==> src/rtl/serial_sub_pkg.sv <==
// rtl/serial_sub_pkg.sv - shared types for the bit-serial subtractor
package serial_sub_pkg;

    typedef enum logic [1:0] {
        IDLE = 2'd0,
        RUN  = 2'd1,
        DONE = 2'd2
    } sub_state_e;

endpackage

==> src/rtl/serial_subtractor_if.sv <==
// rtl/serial_subtractor_if.sv - start/done operand and result bundle for serial_subtractor
interface serial_subtractor_if #(
    parameter int N = 8
) ();
    logic         start;
    logic [N-1:0] a;
    logic [N-1:0] b;
    logic         borrow_in;
    logic         busy;
    logic         done;
    logic [N-1:0] diff;
    logic         borrow_out;
    logic         overflow;

    modport master (
        output start, a, b, borrow_in,
        input  busy, done, diff, borrow_out, overflow
    );

    modport slave (
        input  start, a, b, borrow_in,
        output busy, done, diff, borrow_out, overflow
    );
endinterface

==> src/rtl/full_subtractor_cell.sv <==
// rtl/full_subtractor_cell.sv - combinational 1-bit subtractor, d = a - b - bin
module full_subtractor_cell (
    input  logic a_i,
    input  logic b_i,
    input  logic bin_i,
    output logic d_o,
    output logic bout_o
);
    assign d_o    = a_i ^ b_i ^ bin_i;
    assign bout_o = (~a_i & b_i) | (~(a_i ^ b_i) & bin_i);
endmodule

==> src/rtl/serial_subtractor.sv <==
// rtl/serial_subtractor.sv - N-bit subtractor evaluated LSB first, one bit per clock
module serial_subtractor
    import serial_sub_pkg::*;
#(
    parameter int N = 8
) (
    input  logic          clk,
    input  logic          rst,
    serial_subtractor_if.slave bus
);
    localparam int CW = (N > 1) ? $clog2(N) : 1;
    localparam logic [CW-1:0] CNT_LAST = CW'(N - 1);

    sub_state_e    state_q, state_d;
    logic [CW-1:0] cnt_q, cnt_d;
    logic [N-1:0]  a_q, a_d;
    logic [N-1:0]  b_q, b_d;
    logic          br_q, br_d;
    logic          a_msb_q, a_msb_d;
    logic          b_msb_q, b_msb_d;
    logic [N-1:0]  diff_q, diff_d;
    logic          borrow_out_q, borrow_out_d;
    logic          overflow_q, overflow_d;

    logic          cell_d;
    logic          cell_bout;
    logic [N-1:0]  diff_shift;

    full_subtractor_cell u_cell (
        .a_i    (a_q[0]),
        .b_i    (b_q[0]),
        .bin_i  (br_q),
        .d_o    (cell_d),
        .bout_o (cell_bout)
    );

    // Result bits enter at the MSB so bit 0 lands in place after N shifts.
    generate
        if (N == 1) begin : g_shift_1
            assign diff_shift = cell_d;
        end else begin : g_shift_n
            assign diff_shift = {cell_d, diff_q[N-1:1]};
        end
    endgenerate

    always_comb begin
        state_d      = state_q;
        cnt_d        = cnt_q;
        a_d          = a_q;
        b_d          = b_q;
        br_d         = br_q;
        a_msb_d      = a_msb_q;
        b_msb_d      = b_msb_q;
        diff_d       = diff_q;
        borrow_out_d = borrow_out_q;
        overflow_d   = overflow_q;
        case (state_q)
            IDLE, DONE: begin
                if (bus.start) begin
                    a_d     = bus.a;
                    b_d     = bus.b;
                    br_d    = bus.borrow_in;
                    a_msb_d = bus.a[N-1];
                    b_msb_d = bus.b[N-1];
                    cnt_d   = '0;
                    state_d = RUN;
                end else begin
                    state_d = IDLE;
                end
            end
            RUN: begin
                a_d          = a_q >> 1;
                b_d          = b_q >> 1;
                br_d         = cell_bout;
                diff_d       = diff_shift;
                borrow_out_d = cell_bout;
                // Only the value written on the final edge matters; that is when cell_d is the MSB.
                overflow_d   = (a_msb_q ^ b_msb_q) & (cell_d ^ a_msb_q);
                if (cnt_q == CNT_LAST) begin
                    state_d = DONE;
                end else begin
                    cnt_d = cnt_q + CW'(1);
                end
            end
            default: state_d = IDLE;
        endcase
    end

    always_ff @(posedge clk or posedge rst) begin
        if (rst) begin
            state_q      <= IDLE;
            cnt_q        <= '0;
            a_q          <= '0;
            b_q          <= '0;
            br_q         <= 1'b0;
            a_msb_q      <= 1'b0;
            b_msb_q      <= 1'b0;
            diff_q       <= '0;
            borrow_out_q <= 1'b0;
            overflow_q   <= 1'b0;
        end else begin
            state_q      <= state_d;
            cnt_q        <= cnt_d;
            a_q          <= a_d;
            b_q          <= b_d;
            br_q         <= br_d;
            a_msb_q      <= a_msb_d;
            b_msb_q      <= b_msb_d;
            diff_q       <= diff_d;
            borrow_out_q <= borrow_out_d;
            overflow_q   <= overflow_d;
        end
    end

    assign bus.busy       = (state_q == RUN);
    assign bus.done       = (state_q == DONE);
    assign bus.diff       = diff_q;
    assign bus.borrow_out = borrow_out_q;
    assign bus.overflow   = overflow_q;
endmodule

==> src/flat_wrapper.sv <==
// flat-port wrapper written by rule: the top's interface ports become plain ports
module serial_subtractor_flat import serial_sub_pkg::*;
#(
    parameter int N = 8
)
  (clk, rst, bus_start, bus_a, bus_b, bus_borrow_in, bus_busy, bus_done, bus_diff, bus_borrow_out, bus_overflow);
  serial_subtractor_if #(.N(N)) bus_i ();
  input  logic clk;
  input  logic rst;
  input wire logic [$bits(bus_i.start)-1:0] bus_start;
  input wire logic [$bits(bus_i.a)-1:0] bus_a;
  input wire logic [$bits(bus_i.b)-1:0] bus_b;
  input wire logic [$bits(bus_i.borrow_in)-1:0] bus_borrow_in;
  output wire logic [$bits(bus_i.busy)-1:0] bus_busy;
  output wire logic [$bits(bus_i.done)-1:0] bus_done;
  output wire logic [$bits(bus_i.diff)-1:0] bus_diff;
  output wire logic [$bits(bus_i.borrow_out)-1:0] bus_borrow_out;
  output wire logic [$bits(bus_i.overflow)-1:0] bus_overflow;
  assign bus_i.start = bus_start;
  assign bus_i.a = bus_a;
  assign bus_i.b = bus_b;
  assign bus_i.borrow_in = bus_borrow_in;
  assign bus_busy = bus_i.busy;
  assign bus_done = bus_i.done;
  assign bus_diff = bus_i.diff;
  assign bus_borrow_out = bus_i.borrow_out;
  assign bus_overflow = bus_i.overflow;
  serial_subtractor #(.N(N)) u_core (.clk(clk), .rst(rst), .bus(bus_i));
endmodule
==> config.mk <==
export PLATFORM = sky130hd
export DESIGN_NAME = serial_subtractor_flat
export DESIGN_NICKNAME = d
export VERILOG_FILES = /design/src/rtl/serial_sub_pkg.sv /design/src/rtl/serial_subtractor_if.sv /design/src/rtl/full_subtractor_cell.sv /design/src/rtl/serial_subtractor.sv /design/src/flat_wrapper.sv
export SDC_FILE = /design/constraint.sdc
export NUM_CORES = 1
export LEC_CHECK = 0
export CORE_AREA = 2 2 70 72
export CTS_CLUSTER_DIAMETER = 100
export CTS_CLUSTER_SIZE = 40
export DETAILED_ROUTE_END_ITERATION = 8
export DIE_AREA = 0 0 72 74
export PLACE_DENSITY = 0.7
export SLEW_MARGIN = 20
export SYNTH_ARGS = -nofsm -noshare
export SYNTH_HDL_FRONTEND = slang
export SYNTH_HIERARCHICAL = 1
export SYNTH_SLANG_ARGS = --single-unit
export TNS_END_PERCENT = 30
==> constraint.sdc <==
create_clock -name clk -period 1.65 [get_ports clk]
set_input_delay 0.2475 -clock clk [delete_from_list [all_inputs] [get_ports clk]]
set_output_delay 0.2475 -clock clk [all_outputs]
set_load 0.02 [all_outputs]
Word-level counts from Yosys, hierarchy flattened
Index checks and enable logic that the tools add are counted.

word-level totals
  input port bits = 20
  output and inout bits = 12
  flip-flop bits (word level) = 34
  logic and storage cells = 45

cells by class
  reductions and logical operators = 6
  multiplexer cells = 12
  equality and inequality tests = 6
  bitwise operators = 10
  add/subtract/negate cells = 1

operators by type and width
  operator                                                          number
  8-bit one-hot mux with 2 select lines                             2
  8-bit two-way mux                                                 2
  3-bit two-way mux                                                 2
  3-bit one-hot mux with 2 select lines                             1
  2-bit != test (second input constant)                             2
  2-bit one-hot mux with 2 select lines                             1
  2-bit AND reduction                                               2
  1-bit XOR                                                         4
  3-bit by 1-bit adder with 3-bit output (second input constant)    1
  1-bit AND                                                         3
  3-bit == test (second input constant)                             1
  3-bit AND reduction                                               1
  2-bit by 1-bit == test with 1-bit output (second input constant)  1
  2-bit == test (second input constant)                             1
  2-bit logical NOT                                                 1
  1-bit two-way mux                                                 2
  2-bit two-way mux                                                 1
  2-bit by 1-bit != test with 1-bit output (second input constant)  1
  1-bit inverter                                                    2
  1-bit one-hot mux with 2 select lines                             1
  2-bit nonzero test                                                1
  2-bit OR reduction                                                1
  1-bit OR                                                          1

Depth between registers and ports, before layout
Gate-level depths: netlist of run 1.

  depth in word-level cells = 5
  mapped depth = 6
  depth with buffers taken out = 5

Modules after synthesis
Netlist of run 1, hierarchy kept.

modules (own cells, without submodules)
  module                area an instance (um^2)  times used  cells an instance  sequential area each (um^2)
  serial_subtractor     1546.5                   1           155                850.8
  full_subtractor_cell  31.3                     1           4                  0.0

Least setup slack after synthesis of run 1
OpenSTA, ideal clock, no wires.

  path kind = reg-to-reg
  start point = reg u_core.cnt_q[0]
  end point = reg u_core.cnt_q[2]
  setup time = 0.121 ns
  data required time = 1.529 ns
  stages on the path, launching flop included = 6
  period minus slack after synthesis = 1.547 ns
  setup slack = 0.103 ns
  arrival time = 1.426 ns
  buffers on the path = 0
  path through = dfrtp_1 -> ha_1 -> ha_1 -> nor2_4 -> mux2_4 -> a22o_1

on the way
  word-level cells in the longest chain between the ends = 3
  elaborated cells between the ends (all ways) = 6
  classes of those cells = 1 x add/sub; 2 x eq/ne; 2 x mux; 1 x reduce/logical

RTL lines
  what                                                                                 RTL line                                          text
  from (decl)                                                                          serial_subtractor.sv:15                           logic [CW-1:0] cnt_q, cnt_d;
  from (signal assigned)                                                               serial_subtractor.sv:103                          cnt_q <= cnt_d;
  3-bit by 1-bit adder with 3-bit output / 3-bit == test (equally long branches)       serial_subtractor.sv:82, serial_subtractor.sv:79
  3-bit two-way mux / 2-bit != test (equally long branches)                            n/a
  3-bit one-hot mux with 2 select lines / 3-bit AND reduction (equally long branches)  n/a

Several ways; a longest one is shown, not always the timed one. The select of a mux whose other input is x is not followed.
A chain may end at the register's enable or synchronous reset.

Worst setup path in the final report of run 1
Same ends and word-level chain as after synthesis.

==> results.toml, run 1 <==
[cts]
cts_sinks = 34
htreeDepth = 2
cts_buffers = 5
clkTransAtPathRegs_ps = 60
cts_tree = "yes"
clkLatencyLatePin_ps = 290
cts_buffer_depth = 2
cts_root_buffer = "clkbuf_8"

[logic_synthesis]
synth_nets = 182
syn-cell-area_um2 = 1580
avgSynthCellArea_um2 = 9.92
synth-warning-count = 6
synthCells = 159
yosys_register_bits = 34
synth-seq-area-share_pct = 53.9
synthDistinctLibCells = 27

[power_and_ir_drop]
p_clk_share_pct = 16.4
seqPwrFrac_pct = 38.7
ir_worst_vdd_uv = 647
pwr-share-comb_pct = 44.9
power_switching_mw = 1.46
p_int_mw = 2.38
powerDensity_nw_per_um2 = 1890
p_leak_nw = 0.931
swShare_pct = 37.9

[sta]
worst_slew_pin_slew_ps = 429
skew_ps = 6.30
final-setup-viol-count = 0
fin_crit_ps = 1600
rsz0062_at_grt = "false"
drv_slew = 0
fmax_ghz = 0.624
tns_ps = 0
hold_viol = 0
maxSlewHeadroom_pct = 71.4
fin_crit_sh_pct = 97.1

[finish]
syn_to_final_growth_pct = 28.9
drive_above_1_share_pct = 11.3
nets = 217
postLayoutCoreUtil_pct = 44.2
layout_commonest_cell = "nand2_1"
insertedDiodeCount = 0
layout_common_cells = "nand2_1, dfrtp_1, clkdlybuf4s50_1, nor2_1"

[setup_path]
crit_family = "adder cells"
r2r-start = "u_core/cnt_q[0]$_DFFE_PP0P_"
slowest_delay_ps = 400
r2r_end = "u_core/cnt_q[2]$_DFFE_PP0P_"
worst-r2r-cell-count = 5
cp.buffers_inverters = 0
critPathMaxFanout = 4
path_cells = "ha_1, ha_2, nor2_4, mux2_4, a22o_1"
critical_path_depth = 5
critPathLaunchType = "flop"
required_ps = 1820
cp-end-kind = "flop"
critical_path_class = "reg2reg"
reg2reg_slack_ps = 50
slowest_stage = "dfrtp_1"
worstPathArrival_ps = 1780

[routing]
drc = 0
vias_per_cell = 4.82
wirelength_mm = 3.14
wire_per_inst_um = 12.6
first_iter_violations = 43
ant_nets = 0
dr.pass1.iters = 4
vias = 1201

[global_route]
grt_pass1_vias = 1132
grt_usage_pct = 13.3
grt_pass1_wl_mm = 5.26
overflow = 0
grt_max_degree = 35
antenna_found_initial = 0

[floorplanning]
rows = 25
core_area_um2 = 4600
dieArea_um2 = 5330
io_pins = 32
start_util_pct = 34.3
die_w_um = 72
die_h_um = 74

[flow_run]
drv_cap = 0

[placement]
hpwl_mm = 2.12
place.gp.congestion = 0.687
io_buffers = 31

[worst_hold_path]
min_path_type = "in2async"

[run_status]
outcome = "completed"
-- synthesized netlist by cell type, drive strengths merged --
master	instances	area share, %
a211oi	4	1.9
a21o	1	0.48
a21oi	5	1.6
a22o	4	2.2
and2	1	0.40
and3b	1	0.56
buf	11	4.8
dfrtp	34	54
fa	1	1.3
ha	2	1.6
inv	5	1.2
mux2	2	1.7
mux2i	4	2.5
nand2	36	8.6
nand2b	2	1.7
nor2	15	4.0
nor2b	6	2.4
nor3	11	3.5
nor3b	1	0.48
o21ai	1	0.32
o22ai	11	4.4
xor2	1	0.56
-- per-stage QoR --
stage | total power, mW | instance area, µm² | hold WS (ps) | cells | setup WS, ps
6_report | 3.84 | 2030 | 354 | 249 | 48.3
5_1_grt | 4.18 | 2030 | 390 | 249 | 6.66
4_1_cts | 3.88 | 2020 | 377 | 248 | 34.2
3_5_place_dp | 3.24 | 1930 | 470 | 240 | 32.3
3_3_place_gp | 3.18 | 1930 | 459 | 240 | 82.6
2_1_floorplan | 2.71 | 1580 | 353 | 159 | 103
-- power groups by stage --
stage / sequential [mW] / clock (mW) / combinational (mW)
final: 1.48 / 0.631 / 1.72
after global routing: 1.53 / 0.696 / 1.95
after CTS: 1.49 / 0.656 / 1.74
after detailed placement: 1.50 / 0 / 1.74
after global placement: 1.48 / 0 / 1.70
after floorplan: 1.56 / 0 / 1.16
-- sequential cells by signal, indices dropped and copies added (netlist names) --
signal and flops:
u_core/cnt_q 3, u_core/bus.borrow_out 1, u_core/b_msb_q 1, u_core/bus.diff 8, u_core/b_q 8, u_core/a_q 8
u_core/a_msb_q 1, u_core/state_q 2, u_core/br_q 1, u_core/bus.overflow 1
-- worst max path at each step --
stage	start	endpoint	slack [ps]
global placement	u_core/cnt_q[0]$_DFFE_PP0P_	u_core/cnt_q[2]$_DFFE_PP0P_	80
CTS	u_core/cnt_q[0]$_DFFE_PP0P_	u_core/cnt_q[2]$_DFFE_PP0P_	30
detailed placement	u_core/cnt_q[0]$_DFFE_PP0P_	u_core/cnt_q[2]$_DFFE_PP0P_	30
finish	u_core/cnt_q[0]$_DFFE_PP0P_	u_core/cnt_q[2]$_DFFE_PP0P_	50
floorplan	u_core/cnt_q[0]$_DFFE_PP0P_	u_core/cnt_q[2]$_DFFE_PP0P_	100
global route	u_core/cnt_q[0]$_DFFE_PP0P_	u_core/cnt_q[2]$_DFFE_PP0P_	7
-- worst register-to-register path: cells and delay by family (launching register included) --
| family | cells | cell delay, ps |
|---|---|---|
| simple gates | 1 | 160 |
| mux | 1 | 310 |
| flops | 1 | 400 |
| fa+ha+maj | 2 | 410 |
| compound gates | 1 | 220 |
-- metal layers --
layer  part of all wire, %  wire length, µm  vias up  track usage (%)
met2                    47             1470       24             21.4
met3                   3.9              123        5             4.88
met4                   1.7               53        0             5.03
li1                      -                -      603                -
met1                    47             1490      569             16.4
met5                     0                0        -                0
-- cell families after synthesis --
family	after synthesis	synth area share, %
adders and majority gates	3	2.85
and+or+nand+nor	73	21.7
buffers and inverters	16	5.95
DFF	34	53.9
muxes	6	4.20
xor gates and xnor gates	1	0.555
AOI/OAI and AO/OA	26	10.9
-- area by class of cell --
cell class | instances | area, µm²
fill | 452 | 2560
sequential | 34 | 852
multi-input combinational | 109 | 636
timing repair buffer | 39 | 368
clock buffer | 7 | 86.3
tap | 54 | 67.6
inverter | 5 | 18.8
clock inverter | 1 | 5.00
-- timing repair --
item                       in CTS  in global routing
buffers inserted                0                  1
resized for setup               3                  1
hold buffers                    0                  0
pin swaps                       0                  1
setup endpoints to repair       2                  2
Power figures use the tool's default switching activity.
==> run 2, diff against run 1 <==
--- a/config.mk
+++ b/config.mk
@@ -10,8 +10,8 @@
 export CTS_CLUSTER_SIZE = 40
 export DETAILED_ROUTE_END_ITERATION = 8
 export DIE_AREA = 0 0 72 74
-export PLACE_DENSITY = 0.7
-export SLEW_MARGIN = 20
+export PLACE_DENSITY = 0.68
+export SETUP_SLACK_MARGIN = 0.02
 export SYNTH_ARGS = -nofsm -noshare
 export SYNTH_HDL_FRONTEND = slang
 export SYNTH_HIERARCHICAL = 1
==> constraint.sdc (replaced) <==
create_clock -name clk -period 1.8 [get_ports clk]
set_input_delay 0.27 -clock clk [delete_from_list [all_inputs] [get_ports clk]]
set_output_delay 0.27 -clock clk [all_outputs]
set_load 0.02 [all_outputs]
==> run 2 against run 1 <==
Against the previous run:
- final cell count grew 0.40%
- clock skew grew 0.99 ps
- critical path depth did not move
- critical path type unchanged
- power is 8.3% lower
==> results.toml, run 2 (synthesized netlist as in run 1, its figures left out) <==
[run_status]
outcome = "completed"

[routing]
drc = 0
vias_per_cell = 4.78
ant_nets = 0
vias = 1195
wirelength_mm = 3.14
first_iter_violations = 69
dr.pass1.iters = 4
wire_per_inst_um = 12.6

[setup_path]
crit_family = "adder cells"
path_common_cell = "ha_1"
required_ps = 1970
critical_path_class = "reg2reg"
slowest_delay_ps = 400
reg2reg_slack_ps = 200
critPathLaunchType = "flop"
cp.buffers_inverters = 0
path_cells = "ha_1, ha_1, nor2_4, mux2_4, a22o_1"
cp-end-kind = "flop"
worstPathArrival_ps = 1770
slowest_stage = "dfrtp_1"
critPathMaxFanout = 4

[sta]
final-setup-viol-count = 0
tns_ps = 0
fin_crit_ps = 1600
fin_crit_sh_pct = 88.9
rsz0062_at_grt = "false"
skew_ps = 7.30
fmax_ghz = 0.625
hold_viol = 0
drv_slew = 0
worst_slew_pin_slew_ps = 439
maxSlewHeadroom_pct = 70.8

[global_route]
overflow = 0
grt_pass1_wl_mm = 5.30
grt_pass1_vias = 1114
grt_max_degree = 35
grt_usage_pct = 13.0
antenna_found_initial = 0

[cts]
cts_tree = "yes"
cts_resized = 1
post_cts_buffers = 0
clkLatencyLatePin_ps = 280
clkTransAtPathRegs_ps = 70
htreeDepth = 2
cts_sinks = 34
cts_root_buffer = "clkbuf_8"
cts_buffers = 5
cts_buffer_depth = 2
cts_hold_buffers = 0

[power_and_ir_drop]
powerDensity_nw_per_um2 = 1720
ir_worst_vdd_uv = 610
power_switching_mw = 1.33
seqPwrFrac_pct = 38.7
p_int_mw = 2.19
power.total_mw = 3.52
swShare_pct = 37.7
pwr-share-comb_pct = 45.1
p_leak_nw = 0.954
p_clk_share_pct = 16.2

[finish]
nets = 218
drive_above_1_share_pct = 10.7
fillCellCount = 445
insertedDiodeCount = 0
syn_to_final_growth_pct = 29.3
layout_common_cells = "nand2_1, dfrtp_1, clkdlybuf4s50_1, nor2_1"
layout_commonest_cell = "nand2_1"

[placement]
place.gp.congestion = 0.718
io_buffers = 31
hpwl_mm = 2.14

[floorplanning]
rows = 25
die_h_um = 74
dieArea_um2 = 5330
io_pins = 32
die_w_um = 72
start_util_pct = 34.3
core_area_um2 = 4600

[flow_run]
drv_cap = 0

[worst_hold_path]
min_path_type = "in2async"
-- run 2: changes by cell type in the layout (fill, tap and decap cells not counted) --
cell,change
buf_4,+1
dfrtp_1,+1
dfrtp_2,-1
dlygate4sd2_1,-1
dlymetal6s2s_1,+1
ha_1,+1
ha_2,-1
-- run 2: metal layers --
layer / vias to the layer above / GRT usage, % / share of wire, %
met2: 32 / 19.8 / 46
met5: - / 0 / 0
li1: 604 / - / -
met3: 2 / 3.25 / 4.3
met4: 0 / 5.03 / 0.54
met1: 557 / 18.1 / 49
-- run 2: tightest hold or removal path: stages --
cell and delay, ps:
clkdlybuf4s50_1 400, inv_1 50, buf_4 380
-- run 2: area by class of cell --
cell class	instances	area, µm²	share of cell area [%]
Sequential cell	34	851	41.7
Multi-Input combinational cell	109	633	31.0
Timing Repair Buffer	40	379	18.6
Clock buffer	7	86.3	4.23
Tap cell	54	67.6	3.31
Inverter	5	18.8	0.920
Clock inverter	1	5.00	0.245
-- run 2: through the flow --
step                cells  setup WS (ps)  util [%]  instance area (µm²)  hold slack (ps)
floorplan             159            253         -                 1580              375
global placement      242            229      42.4                 1950              460
detailed placement    242            190      42.4                 1950              471
CTS                   250           7.31      44.3                 2040              406
global route          250            145      44.4                 2040              430
finish                250            199      44.4                 2040              390
-- run 2: final timing paths --
path / from / endpoint / depth (start not counted)
worst max-delay path: u_core/cnt_q[0]$_DFFE_PP0P_ / u_core/cnt_q[2]$_DFFE_PP0P_ / 5
worst min-delay path: rst / u_core/bus.diff[0]$_DFFE_PP0N_ / 3
worst max register to register: u_core/cnt_q[0]$_DFFE_PP0P_ / u_core/cnt_q[2]$_DFFE_PP0P_ / 5
worst min register to register: u_core/bus.borrow_out$_DFFE_PP0N_ / u_core/bus.borrow_out$_DFFE_PP0N_ / 2
max in group asynchronous: rst / u_core/cnt_q[1]$_DFFE_PP0P_ / 3
min in group clk: u_core/bus.borrow_out$_DFFE_PP0N_ / u_core/bus.borrow_out$_DFFE_PP0N_ / 2
-- run 2: power groups by stage --
stage | clock network (mW) | registers (mW) | logic (mW)
floorplan | 0 | 1.43 | 1.06
global placement | 0 | 1.37 | 1.57
detailed placement | 0 | 1.38 | 1.61
CTS | 0.589 | 1.37 | 1.60
global route | 0.626 | 1.41 | 1.78
finish | 0.570 | 1.36 | 1.59
